File: src/rtl/mips_multicycle_ctrl.sv
// ---------------------------------------------------------------------------
// mips_multicycle_ctrl
//
// Main control FSM for a multicycle MIPS datapath. It steps each instruction
// through fetch, decode, execute, memory and writeback. It drives the datapath
// mux selects and write enables, and produces the ALU operation code.
//
// Handshake: mem_ready is the single completion strobe for every memory
// access. Instruction fetch uses it in FETCH, loads in MEMRD and stores in
// MEMWR. The FSM holds its state, and keeps the access request on
// iord/memWrite, until mem_ready is sampled high on a rising clock edge. The
// access completes in that cycle. There is no separate valid signal because
// the request is implied by the state.
//
// Ports
//   clk           rising-edge clock
//   reset_n       asynchronous active-low reset
//   opcode        instr[31:26] from the instruction register
//   funct         instr[5:0] from the instruction register
//   zero          ALU zero flag; meaningful only while aluControl = SUB
//   mem_ready     memory access completes this cycle
//   aluControl    AND=0000 OR=0001 ADD=0010 SUB=0110 SLT=0111
//   aluSrcA       0=PC, 1=regA
//   aluSrcB       00=regB, 01=4, 10=signext imm, 11=signext imm<<2
//   pcSrc         00=ALU result, 01=ALUOut, 10=jump target
//   pcEn          PC load
//   irWrite       instruction register load
//   iord          memory address mux: 0=PC, 1=ALUOut
//   memWrite      memory write strobe
//   regWrite      register file write
//   regDst        0=rt, 1=rd
//   memToReg      0=ALUOut, 1=MDR
//   illegal_instr one-cycle pulse on unsupported opcode or funct
//   state_dbg     current state encoding
// ---------------------------------------------------------------------------
module mips_multicycle_ctrl #(
    parameter int OPW = 6,
    parameter int ACW = 4
) (
    input  logic           clk,
    input  logic           reset_n,
    input  logic [OPW-1:0] opcode,
    input  logic [OPW-1:0] funct,
    input  logic           zero,
    input  logic           mem_ready,
    output logic [ACW-1:0] aluControl,
    output logic           aluSrcA,
    output logic [1:0]     aluSrcB,
    output logic [1:0]     pcSrc,
    output logic           pcEn,
    output logic           irWrite,
    output logic           iord,
    output logic           memWrite,
    output logic           regWrite,
    output logic           regDst,
    output logic           memToReg,
    output logic           illegal_instr,
    output logic [3:0]     state_dbg
);

    typedef enum logic [3:0] {
        S_FETCH   = 4'd0,
        S_DECODE  = 4'd1,
        S_MEMADR  = 4'd2,
        S_MEMRD   = 4'd3,
        S_MEMWB   = 4'd4,
        S_MEMWR   = 4'd5,
        S_EXECUTE = 4'd6,
        S_ALUWB   = 4'd7,
        S_BRANCH  = 4'd8,
        S_ADDIEX  = 4'd9,
        S_ADDIWB  = 4'd10,
        S_JUMP    = 4'd11
    } state_t;

    localparam logic [OPW-1:0] OP_RTYPE = OPW'(6'b000000);
    localparam logic [OPW-1:0] OP_LW    = OPW'(6'b100011);
    localparam logic [OPW-1:0] OP_SW    = OPW'(6'b101011);
    localparam logic [OPW-1:0] OP_BEQ   = OPW'(6'b000100);
    localparam logic [OPW-1:0] OP_ADDI  = OPW'(6'b001000);
    localparam logic [OPW-1:0] OP_J     = OPW'(6'b000010);

    localparam logic [OPW-1:0] FN_ADD   = OPW'(6'b100000);
    localparam logic [OPW-1:0] FN_SUB   = OPW'(6'b100010);
    localparam logic [OPW-1:0] FN_AND   = OPW'(6'b100100);
    localparam logic [OPW-1:0] FN_OR    = OPW'(6'b100101);
    localparam logic [OPW-1:0] FN_SLT   = OPW'(6'b101010);

    localparam logic [ACW-1:0] ALU_AND  = ACW'(4'b0000);
    localparam logic [ACW-1:0] ALU_OR   = ACW'(4'b0001);
    localparam logic [ACW-1:0] ALU_ADD  = ACW'(4'b0010);
    localparam logic [ACW-1:0] ALU_SUB  = ACW'(4'b0110);
    localparam logic [ACW-1:0] ALU_SLT  = ACW'(4'b0111);

    state_t state, state_next;

    // R-type funct decode, shared by the next-state and output logic
    logic           funct_ok;
    logic [ACW-1:0] funct_alu;

    always_comb begin
        funct_ok  = 1'b1;
        funct_alu = ALU_ADD;
        case (funct)
            FN_ADD:  funct_alu = ALU_ADD;
            FN_SUB:  funct_alu = ALU_SUB;
            FN_AND:  funct_alu = ALU_AND;
            FN_OR:   funct_alu = ALU_OR;
            FN_SLT:  funct_alu = ALU_SLT;
            default: funct_ok  = 1'b0;
        endcase
    end

    // State register
    always_ff @(posedge clk or negedge reset_n) begin
        if (!reset_n) state <= S_FETCH;
        else          state <= state_next;
    end

    // Next-state logic
    always_comb begin
        state_next = S_FETCH;
        case (state)
            S_FETCH:   state_next = mem_ready ? S_DECODE : S_FETCH;
            S_DECODE: begin
                case (opcode)
                    OP_RTYPE:     state_next = S_EXECUTE;
                    OP_LW, OP_SW: state_next = S_MEMADR;
                    OP_BEQ:       state_next = S_BRANCH;
                    OP_ADDI:      state_next = S_ADDIEX;
                    OP_J:         state_next = S_JUMP;
                    default:      state_next = S_FETCH;
                endcase
            end
            // MEMADR is reached only for lw or sw, so it only needs to check for sw.
            S_MEMADR:  state_next = (opcode == OP_SW) ? S_MEMWR : S_MEMRD;
            S_MEMRD:   state_next = mem_ready ? S_MEMWB : S_MEMRD;
            S_MEMWR:   state_next = mem_ready ? S_FETCH : S_MEMWR;
            S_EXECUTE: state_next = funct_ok ? S_ALUWB : S_FETCH;
            S_ADDIEX:  state_next = S_ADDIWB;
            default:   state_next = S_FETCH; // writeback/branch/jump and codes 12-15
        endcase
    end

    // Output decode: Moore except pcEn, irWrite and illegal_instr
    always_comb begin
        aluControl    = '0;
        aluSrcA       = 1'b0;
        aluSrcB       = 2'b00;
        pcSrc         = 2'b00;
        pcEn          = 1'b0;
        irWrite       = 1'b0;
        iord          = 1'b0;
        memWrite      = 1'b0;
        regWrite      = 1'b0;
        regDst        = 1'b0;
        memToReg      = 1'b0;
        illegal_instr = 1'b0;
        case (state)
            S_FETCH: begin
                aluControl = ALU_ADD;
                aluSrcB    = 2'b01;
                pcEn       = mem_ready;
                irWrite    = mem_ready;
            end
            S_DECODE: begin
                aluControl = ALU_ADD;
                aluSrcB    = 2'b11;
                case (opcode)
                    OP_RTYPE, OP_LW, OP_SW, OP_BEQ, OP_ADDI, OP_J: illegal_instr = 1'b0;
                    default:                                       illegal_instr = 1'b1;
                endcase
            end
            S_MEMADR: begin
                aluControl = ALU_ADD;
                aluSrcA    = 1'b1;
                aluSrcB    = 2'b10;
            end
            S_MEMRD:   iord = 1'b1;
            S_MEMWB: begin
                memToReg = 1'b1;
                regWrite = 1'b1;
            end
            S_MEMWR: begin
                iord     = 1'b1;
                memWrite = 1'b1;
            end
            S_EXECUTE: begin
                aluControl    = funct_alu;
                aluSrcA       = 1'b1;
                illegal_instr = ~funct_ok;
            end
            S_ALUWB: begin
                regDst   = 1'b1;
                regWrite = 1'b1;
            end
            S_BRANCH: begin
                aluControl = ALU_SUB;
                aluSrcA    = 1'b1;
                pcSrc      = 2'b01;
                pcEn       = zero;
            end
            S_ADDIEX: begin
                aluControl = ALU_ADD;
                aluSrcA    = 1'b1;
                aluSrcB    = 2'b10;
            end
            S_ADDIWB:  regWrite = 1'b1;
            S_JUMP: begin
                pcSrc = 2'b10;
                pcEn  = 1'b1;
            end
            default: ;
        endcase
        // While reset is held, every strobe and select is forced quiet at once.
        // FETCH decodes would otherwise follow mem_ready.
        if (!reset_n) begin
            aluControl    = ALU_ADD;
            aluSrcA       = 1'b0;
            aluSrcB       = 2'b00;
            pcSrc         = 2'b00;
            pcEn          = 1'b0;
            irWrite       = 1'b0;
            iord          = 1'b0;
            memWrite      = 1'b0;
            regWrite      = 1'b0;
            regDst        = 1'b0;
            memToReg      = 1'b0;
            illegal_instr = 1'b0;
        end
    end

    assign state_dbg = state;

endmodule
File: config.mk
export PLATFORM = sky130hd
export DESIGN_NAME = mips_multicycle_ctrl
export DESIGN_NICKNAME = d
export VERILOG_FILES = /design/src/rtl/mips_multicycle_ctrl.sv
export SDC_FILE = /design/constraint.sdc
export NUM_CORES = 1
export LEC_CHECK = 0
export ABC_CLOCK_PERIOD_IN_PS = 3400
export BUFFER_PORTS_ARGS = -buffer_cell sky130_fd_sc_hd__buf_2
export CAP_MARGIN = 15
export CORE_MARGIN = 10
export CORE_UTILIZATION = 47
export DETAILED_ROUTE_END_ITERATION = 6
export PLACE_DENSITY_LB_ADDON = 0.25
export SLEW_MARGIN = 20
export SYNTH_ARGS = -nofsm -noshare
export SYNTH_HDL_FRONTEND = slang
export SYNTH_SLANG_ARGS = --single-unit
export TNS_END_PERCENT = 30
File: constraint.sdc
create_clock -name clk -period 3.4 [get_ports clk]
set_input_delay 0.17 -clock clk [delete_from_list [all_inputs] [get_ports clk]]
set_output_delay 0.17 -clock clk [all_outputs]
set_load 0.02 [all_outputs]
==> results of run 1 <==
-- final cells by class --
cell class | count | area, sq um | area share
Inverter | 5 | 18.8 | 0.0217
Sequential cell | 4 | 100 | 0.116
Tap cell | 15 | 18.8 | 0.0217
Clock buffer | 3 | 22.5 | 0.0261
Multi-Input combinational cell | 81 | 518 | 0.600
Timing Repair Buffer | 36 | 185 | 0.214
-- stage by stage --
| stage | cell area, sq um | std cells | power [uW] |
|---|---|---|---|
| global placement | 831 | 140 | 376 |
| global route | 863 | 144 | 478 |
| finish | 863 | 144 | 435 |
| floorplan | 679 | 97 | 314 |
| detailed placement | 831 | 140 | 381 |
| CTS | 863 | 144 | 439 |
-- worst reg2reg max path: stages, from the launching register on --
cell and delay [ns]:
dfrtp_1 0.70, nand2b_1 0.23, nor2_1 0.10, a221oi_2 0.32
o32ai_2 0.12
-- routing by layer --
layer | wire [microns] | part of all wire
met1 | 902 | 0.45
met2 | 951 | 0.48
met3 | 145 | 0.073
met4 | 0 | 0
met5 | 0 | 0
-- worst max path at each step --
stage	start	endpoint	slack (ns)	cells past startpoint
finish	state_dbg[3]	aluControl[0]	1.40	5
CTS	state_dbg[3]	aluControl[0]	1.43	5
floorplan	state_dbg[0]	aluControl[2]	1.61	4
detailed placement	state_dbg[3]	aluControl[0]	1.67	5
global placement	state_dbg[3]	aluControl[0]	1.68	5
global route	state_dbg[3]	aluControl[0]	1.30	5
-- cells by family after synthesis --
family	after synthesis
xor gates and xnor gates	3
and+or+nand+nor	52
DFF	4
AOI/OAI and AO/OA	23
muxes	2
buffers and inverters	12
other	1
-- power groups by stage --
stage | sequential [uW] | clock, uW | combinational, uW
floorplan | 90.8 | 0 | 223
global placement | 118 | 0 | 258
detailed placement | 120 | 0 | 261
CTS | 119 | 57.3 | 262
global route | 125 | 63.5 | 290
finish | 121 | 55.0 | 260
-- cells in the mapped netlist (2+ instances only) --
| cell type | count | area, sq um |
|---|---|---|
| buf_2 | 4 | 20.0 |
| nand2_1 | 8 | 30.0 |
| nor2b_1 | 2 | 12.5 |
| a31oi_1 | 2 | 12.5 |
| a32o_1 | 3 | 30.0 |
| o21ai_0 | 4 | 20.0 |
| buf_4 | 3 | 22.5 |
| inv_2 | 3 | 11.3 |
| nand2b_1 | 3 | 18.8 |
| nor2_1 | 14 | 52.6 |
| nor3_1 | 5 | 25.0 |
| nand3_1 | 6 | 30.0 |
| xor2_1 | 2 | 17.5 |
| and3_1 | 2 | 12.5 |
| a21oi_1 | 3 | 15.0 |
| nand3b_1 | 3 | 22.5 |
| dfrtp_1 | 4 | 100 |
| inv_1 | 2 | 7.51 |
-- timing repair --
action,4_1_cts,5_1_grt
gates resized for setup,0,0
hold endpoints to repair,4,0
setup endpoints to repair,0,0
hold buffers,1,0
==> impl_metrics.ini, run 1 <==
[setup_path]
cp.arrival_ns = 1.83
rr_worst_depth = 4
crit_family = simple AND/OR/NAND/NOR gates
critPathMaxFanout = 15
start_kind = flip-flop
cp_cell_sequence = and2b_2, nand2_1, nor2_1, and3_1, buf_2
reg2reg_setup_slack_ns = 1.79
r2r_end = state_dbg[1]
worst-setup-path-type = reg2out
critPathBufInv = 1
cp_slowest_cell = dfrtp_1
cp.required_ns = 3.23
slowest_delay_ns = 0.55
reg2reg_from = state_dbg[0]
end_kind = primary output

[yosys]
synth_fp_nets = 113
seq_area_frac_synth = 0.147
netlist_area_sq_um = 679
syn_inst = 97
synth_seq_cells = 4
synth-xor-area-share = 0.0387
ys_types = 42
synthArstFlopShare = 1.00
synth_top_family_by_area = simple AND/OR/NAND/NOR gates
synth_edf_count = 0
synth_compound_area_frac = 0.263
synthSimpleGateAreaFrac = 0.424
yosys_most_used_dff = dfrtp_1
synth_fa_ha_area_frac = 0
synth.area.mux_share = 0.0313
avgSynthCellArea_sq_um = 7.00
yosys_warnings = 0

[pwr]
leakage_uw = 0.000406
peakVddDrop_uv = 244
combPwrFrac = 0.597
switching_share = 0.526
pwr-share-seq = 0.277
powerDensity_nw_per_um2 = 504
netSwitchingPower_uw = 229
p_int_uw = 206
clkPwrFrac = 0.126

[clock_network]
cts_tree = done
clkSinkCount = 4
cts_setup_buffers = 0
numCtsBuffers = 3
clk_pin_slew_ns = 0.03
clkLatencyLatePin_ns = 0.23
h-tree-depth = 1
cts_root_buf = clkbuf_4
clock_path_buffers = 2

[global_routing]
use_met3 = 0.0436
met2_usage = 0.186
grt_pass1_vias = 740
grt_max_degree = 20
grt_usage = 0.112
grt_pass1_wl_microns = 3200
antenna_found_initial = 0
busiest_layer = met2
grtUsageMet1 = 0.131
gr-total-overflow = 0

[die]
die_area_sq_um = 3370
die_x_microns = 58.0
initial_utilization = 0.509
die_h_microns = 58.0
io_pins = 37
rows = 13
fp.coreArea_sq_um = 1330

[timing]
worst_pin_slew_ns = 0.580
fin_crit_sh = 0.588
max_slew_margin = 0.613
setup_ws_ns = 1.40
fin_tns_setup_ns = 0
drv_slew = 0
hold_viol = 0
clock_skew_ns = 0.00197
max_freq_mhz = 500
hold_slack_ns = 0.325
setup_viol = 0
period_needed_ns = 2.00
rsz0062_at_grt = no

[worst_hold_path]
min_to = state_dbg[2]
whs_path_depth = 4
worstHoldStart = opcode[4]
min_path_type = in2reg

[detailed_routing]
vias = 813
ant_nets = 0
drc = 0
routed_wl_microns = 2000
first_pass_iters = 4
drt_iter0_drc = 13
wire_per_inst_microns = 13.9
viasPerCell = 5.65

[final_layout]
mostFrequentLayoutCells = buf_2, nor2_1, nand2_1
num-fill-cells = 143
nets = 147
insertedDiodeCount = 0
drive_gt1_frac = 0.372
final_common_cell = buf_2
largest_reg_flops = 4
postLayoutCoreUtil = 0.647
area_delta_synth_final_pct = 27.1

[job]
max-cap-violations = 0

[place]
routabilityCongestion = 0.838
port_buffers = 35
dp_hpwl_microns = 1640
pre_cts_ws_ns = 1.67

[run_status]
status = completed
Note: power is estimated with default switching activity, not from simulation.
==> run 2, diff against run 1 <==
ABC_CLOCK_PERIOD_IN_PS = 1800   (was 3400)
CORE_UTILIZATION = 39   (was 47)
clock period = 1.8 ns   (was 3.4 ns; I/O delays follow)
==> impl_metrics.ini, run 2 (same netlist as run 1, synthesis figures left out) <==
[run_status]
status = completed

[detailed_routing]
drc = 0
top_layer_used = met3
ant_nets = 0
wl_met1_microns = 943
drt_iter0_drc = 15
met3WireLength_microns = 196
wl_met2_microns = 1050
viasPerCell = 5.53
wire_per_inst_microns = 14.6
first_pass_iters = 4
vias = 829
routed_wl_microns = 2190

[clock_network]
clock_path_buffers = 2
clkSinkCount = 4
clk_pin_slew_ns = 0.04
numCtsBuffers = 3
cts_setup_buffers = 0
h-tree-depth = 1
cts_tree = done
clkLatencyLatePin_ns = 0.24
cts_root_buf = clkbuf_4

[setup_path]
start_kind = flip-flop
cp.required_ns = 1.71
end_kind = primary output
worst-setup-path-type = reg2out
critPathMaxFanout = 10
cp.arrival_ns = 1.55

[global_routing]
grt_pass1_wl_microns = 3480
grt_pass1_vias = 787
antenna_found_initial = 0
grt_max_degree = 16
grt_usage = 0.117
gr-total-overflow = 0

[timing]
hold_viol = 0
max_freq_mhz = 611
hold_slack_ns = 0.216
fin_crit_sh = 0.909
setup_viol = 0
period_needed_ns = 1.64
clock_skew_ns = 0.00616
rsz0062_at_grt = no
drv_slew = 0
fin_tns_setup_ns = 0

[pwr]
peakVddDrop_uv = 885
powerDensity_nw_per_um2 = 982
leakage_uw = 0.000424

[die]
die_area_sq_um = 3810
rows = 15
fp.coreArea_sq_um = 1690
die_x_microns = 61.7
initial_utilization = 0.402
die_h_microns = 61.7
io_pins = 37

[place]
dp_hpwl_microns = 1840
routabilityCongestion = 0.853
port_buffers = 35

[final_layout]
largest_reg_flops = 4
area_delta_synth_final_pct = 32.6
nets = 151
mostFrequentLayoutCells = buf_2, nor2_1, nand2_1
final_common_cell = buf_2
insertedDiodeCount = 0
drive_gt1_frac = 0.414

[job]
max-cap-violations = 0

[worst_hold_path]
min_path_type = in2reg
[run 2: metal layers]
metal | track usage | up-vias
li1 | - | 418
met1 | 0.128 | 382
met2 | 0.208 | 29
met3 | 0.0508 | 0
met4 | 0.0191 | 0
met5 | 0 | -
[run 2: worst paths after layout]
check,slack [ns],cells past startpoint,start,endpoint
worst min register to register,0.58,1,state_dbg[2],state_dbg[3]
worst min-delay path,0.22,4,opcode[4],state_dbg[2]
max in group asynchronous,1.37,2,reset_n,state_dbg[2]
min in group asynchronous,0.23,2,reset_n,state_dbg[0]
worst max-delay path,0.16,5,state_dbg[2],aluControl[2]
worst max register to register,0.44,4,state_dbg[1],state_dbg[0]
[run 2: worst max-delay path, stage by stage, from the launching register on]
cell and delay [ns]:
dfrtp_2 0.47, and2b_2 0.26, nand2_1 0.15, nor2_2 0.07
a31o_1 0.20, buf_2 0.16
[run 2: per-stage QoR]
stage	cell area, sq um	power (uW)	setup slack [ns]	util	instances
after floorplan	679	593	0.0937	-	97
after CTS	896	893	0.0379	0.530	150
after global routing	901	972	0.0293	0.533	150
after detailed placement	863	766	0.293	0.511	146
after global placement	863	765	0.353	0.511	146
final	901	885	0.164	0.533	150
[run 2: area by class of cell]
class                      count  area [sq um]
clock buffer                   3          22.5
fill                         184           788
inverter                       5          18.8
multi-input combinational     81           520
sequential                     4           103
tap                           17          21.3
timing repair buffer          40           215
[run 2: power by group]
part / switching (uW) / internal [uW] / total (uW)
sequential: 58.9 / 117 / 176
combinational: 362 / 231 / 593
clock: 41.1 / 74.9 / 116
[run 2: timing repair]
item                                    4_1_cts  5_1_grt
hold buffers                                  1        0
hold endpoints to repair                      4        0
resized for setup                             0        3
endpoints found under the setup margin        0        4
==> run 3, diff against run 2 <==
CORE_UTILIZATION = 30   (was 39)
==> impl_metrics.ini, run 3 (same netlist as run 1, synthesis figures left out) <==
[place]
port_buffers = 35
dp_hpwl_microns = 1930
routabilityCongestion = 0.847

[pwr]
peakVddDrop_uv = 389
powerDensity_nw_per_um2 = 988
leakage_uw = 0.000423

[timing]
fin_tns_setup_ns = 0
max_freq_mhz = 594
clock_skew_ns = 0.000324
period_needed_ns = 1.68
fin_crit_sh = 0.935
rsz0062_at_grt = no
setup_viol = 0
drv_slew = 0
hold_viol = 0

[detailed_routing]
viasPerCell = 5.22
ant_nets = 0
drt_iter0_drc = 45
routed_wl_microns = 2340
wire_per_inst_microns = 14.6
vias = 841
first_pass_iters = 4
drc = 0

[setup_path]
cp.arrival_ns = 1.59
start_kind = flip-flop
reg2reg_setup_slack_ns = 0.45
end_kind = primary output
critPathMaxFanout = 7
cp.required_ns = 1.71
worst-setup-path-type = reg2out

[die]
die_h_microns = 67.6
io_pins = 37
die_area_sq_um = 4570
rows = 17
fp.coreArea_sq_um = 2190
die_x_microns = 67.6
initial_utilization = 0.310

[global_routing]
grt_pass1_wl_microns = 3790
grt_usage = 0.102
gr-total-overflow = 0
antenna_found_initial = 0
grt_pass1_vias = 866
grt_max_degree = 12

[clock_network]
h-tree-depth = 1
clock_path_buffers = 2
clkLatencyLatePin_ns = 0.23
clkSinkCount = 4
clk_pin_slew_ns = 0.04
cts_tree = done
cts_root_buf = clkbuf_4
numCtsBuffers = 3
cts_setup_buffers = 0

[final_layout]
num-fill-cells = 244
insertedDiodeCount = 0
drive_gt1_frac = 0.414
area_delta_synth_final_pct = 34.6
postLayoutCoreUtil = 0.417
nets = 151
mostFrequentLayoutCells = buf_2, nor2_1, nand2_1
largest_reg_flops = 4
final_common_cell = buf_2

[worst_hold_path]
min_path_type = in2reg

[run_status]
status = completed

[job]
max-cap-violations = 0
-- run 3: cell counts in the layout (fill, tap and decap cells not counted) --
Identical to the previous run, type by type.
-- run 3: path summary, 6_finish.rpt --
kind | startpoint | to | cells after the start
min reg2reg | state_dbg[2] | state_dbg[3] | 1
max in group asynchronous | reset_n | state_dbg[1] | 2
max | state_dbg[3] | aluControl[0] | 5
min | opcode[4] | state_dbg[2] | 4
max reg2reg | state_dbg[1] | state_dbg[0] | 4
min in group asynchronous | reset_n | state_dbg[3] | 2
-- run 3: cell type report --
cell class                 instances  area (sq um)  area share
multi-input combinational         81           520       0.569
timing repair buffer              40           215       0.235
sequential                         4           103       0.112
tap                               28          35.0      0.0383
clock buffer                       3          22.5      0.0246
inverter                           5          18.8      0.0205
-- run 3: worst max-delay path: stages (launching register included) --
cell and delay (ns):
dfrtp_1 0.43, and2b_2 0.28, nand2_1 0.10, nor2_1 0.21, and3_1 0.18, buf_2 0.16
-- run 3: stage by stage --
step           cell area (sq um)  instances  worst slack [ns]  hold slack (ns)  total power (uW)
2_1_floorplan                679         97            0.0937           -0.206               593
6_report                     915        161             0.117            0.215               904
5_1_grt                      915        161            0.0152            0.240               994
4_1_cts                      910        161            0.0398            0.215               904
3_5_place_dp                 877        157             0.294          -0.0485               786
3_3_place_gp                 877        157             0.333          -0.0461               788
-- run 3: power breakdown --
| part | internal [uW] | leakage (uW) | switching, uW |
|---|---|---|---|
| clock network | 74.4 | 0.0000138 | 34.1 |
| logic | 241 | 0.000359 | 368 |
| registers | 117 | 0.0000501 | 69.2 |
| total | 432 | 0.000423 | 472 |
-- run 3: what timing repair did --
item                                    CTS  global route
resized for setup                         0             3
hold endpoints to repair                  4             0
endpoints found under the setup margin    0             4
hold buffers                              1             0
-- run 3: routing by layer --
metal,track usage,share of wire
met5,0,0
met4,0.0410,0.0073
met3,0.0298,0.097
met2,0.183,0.48
met1,0.108,0.42
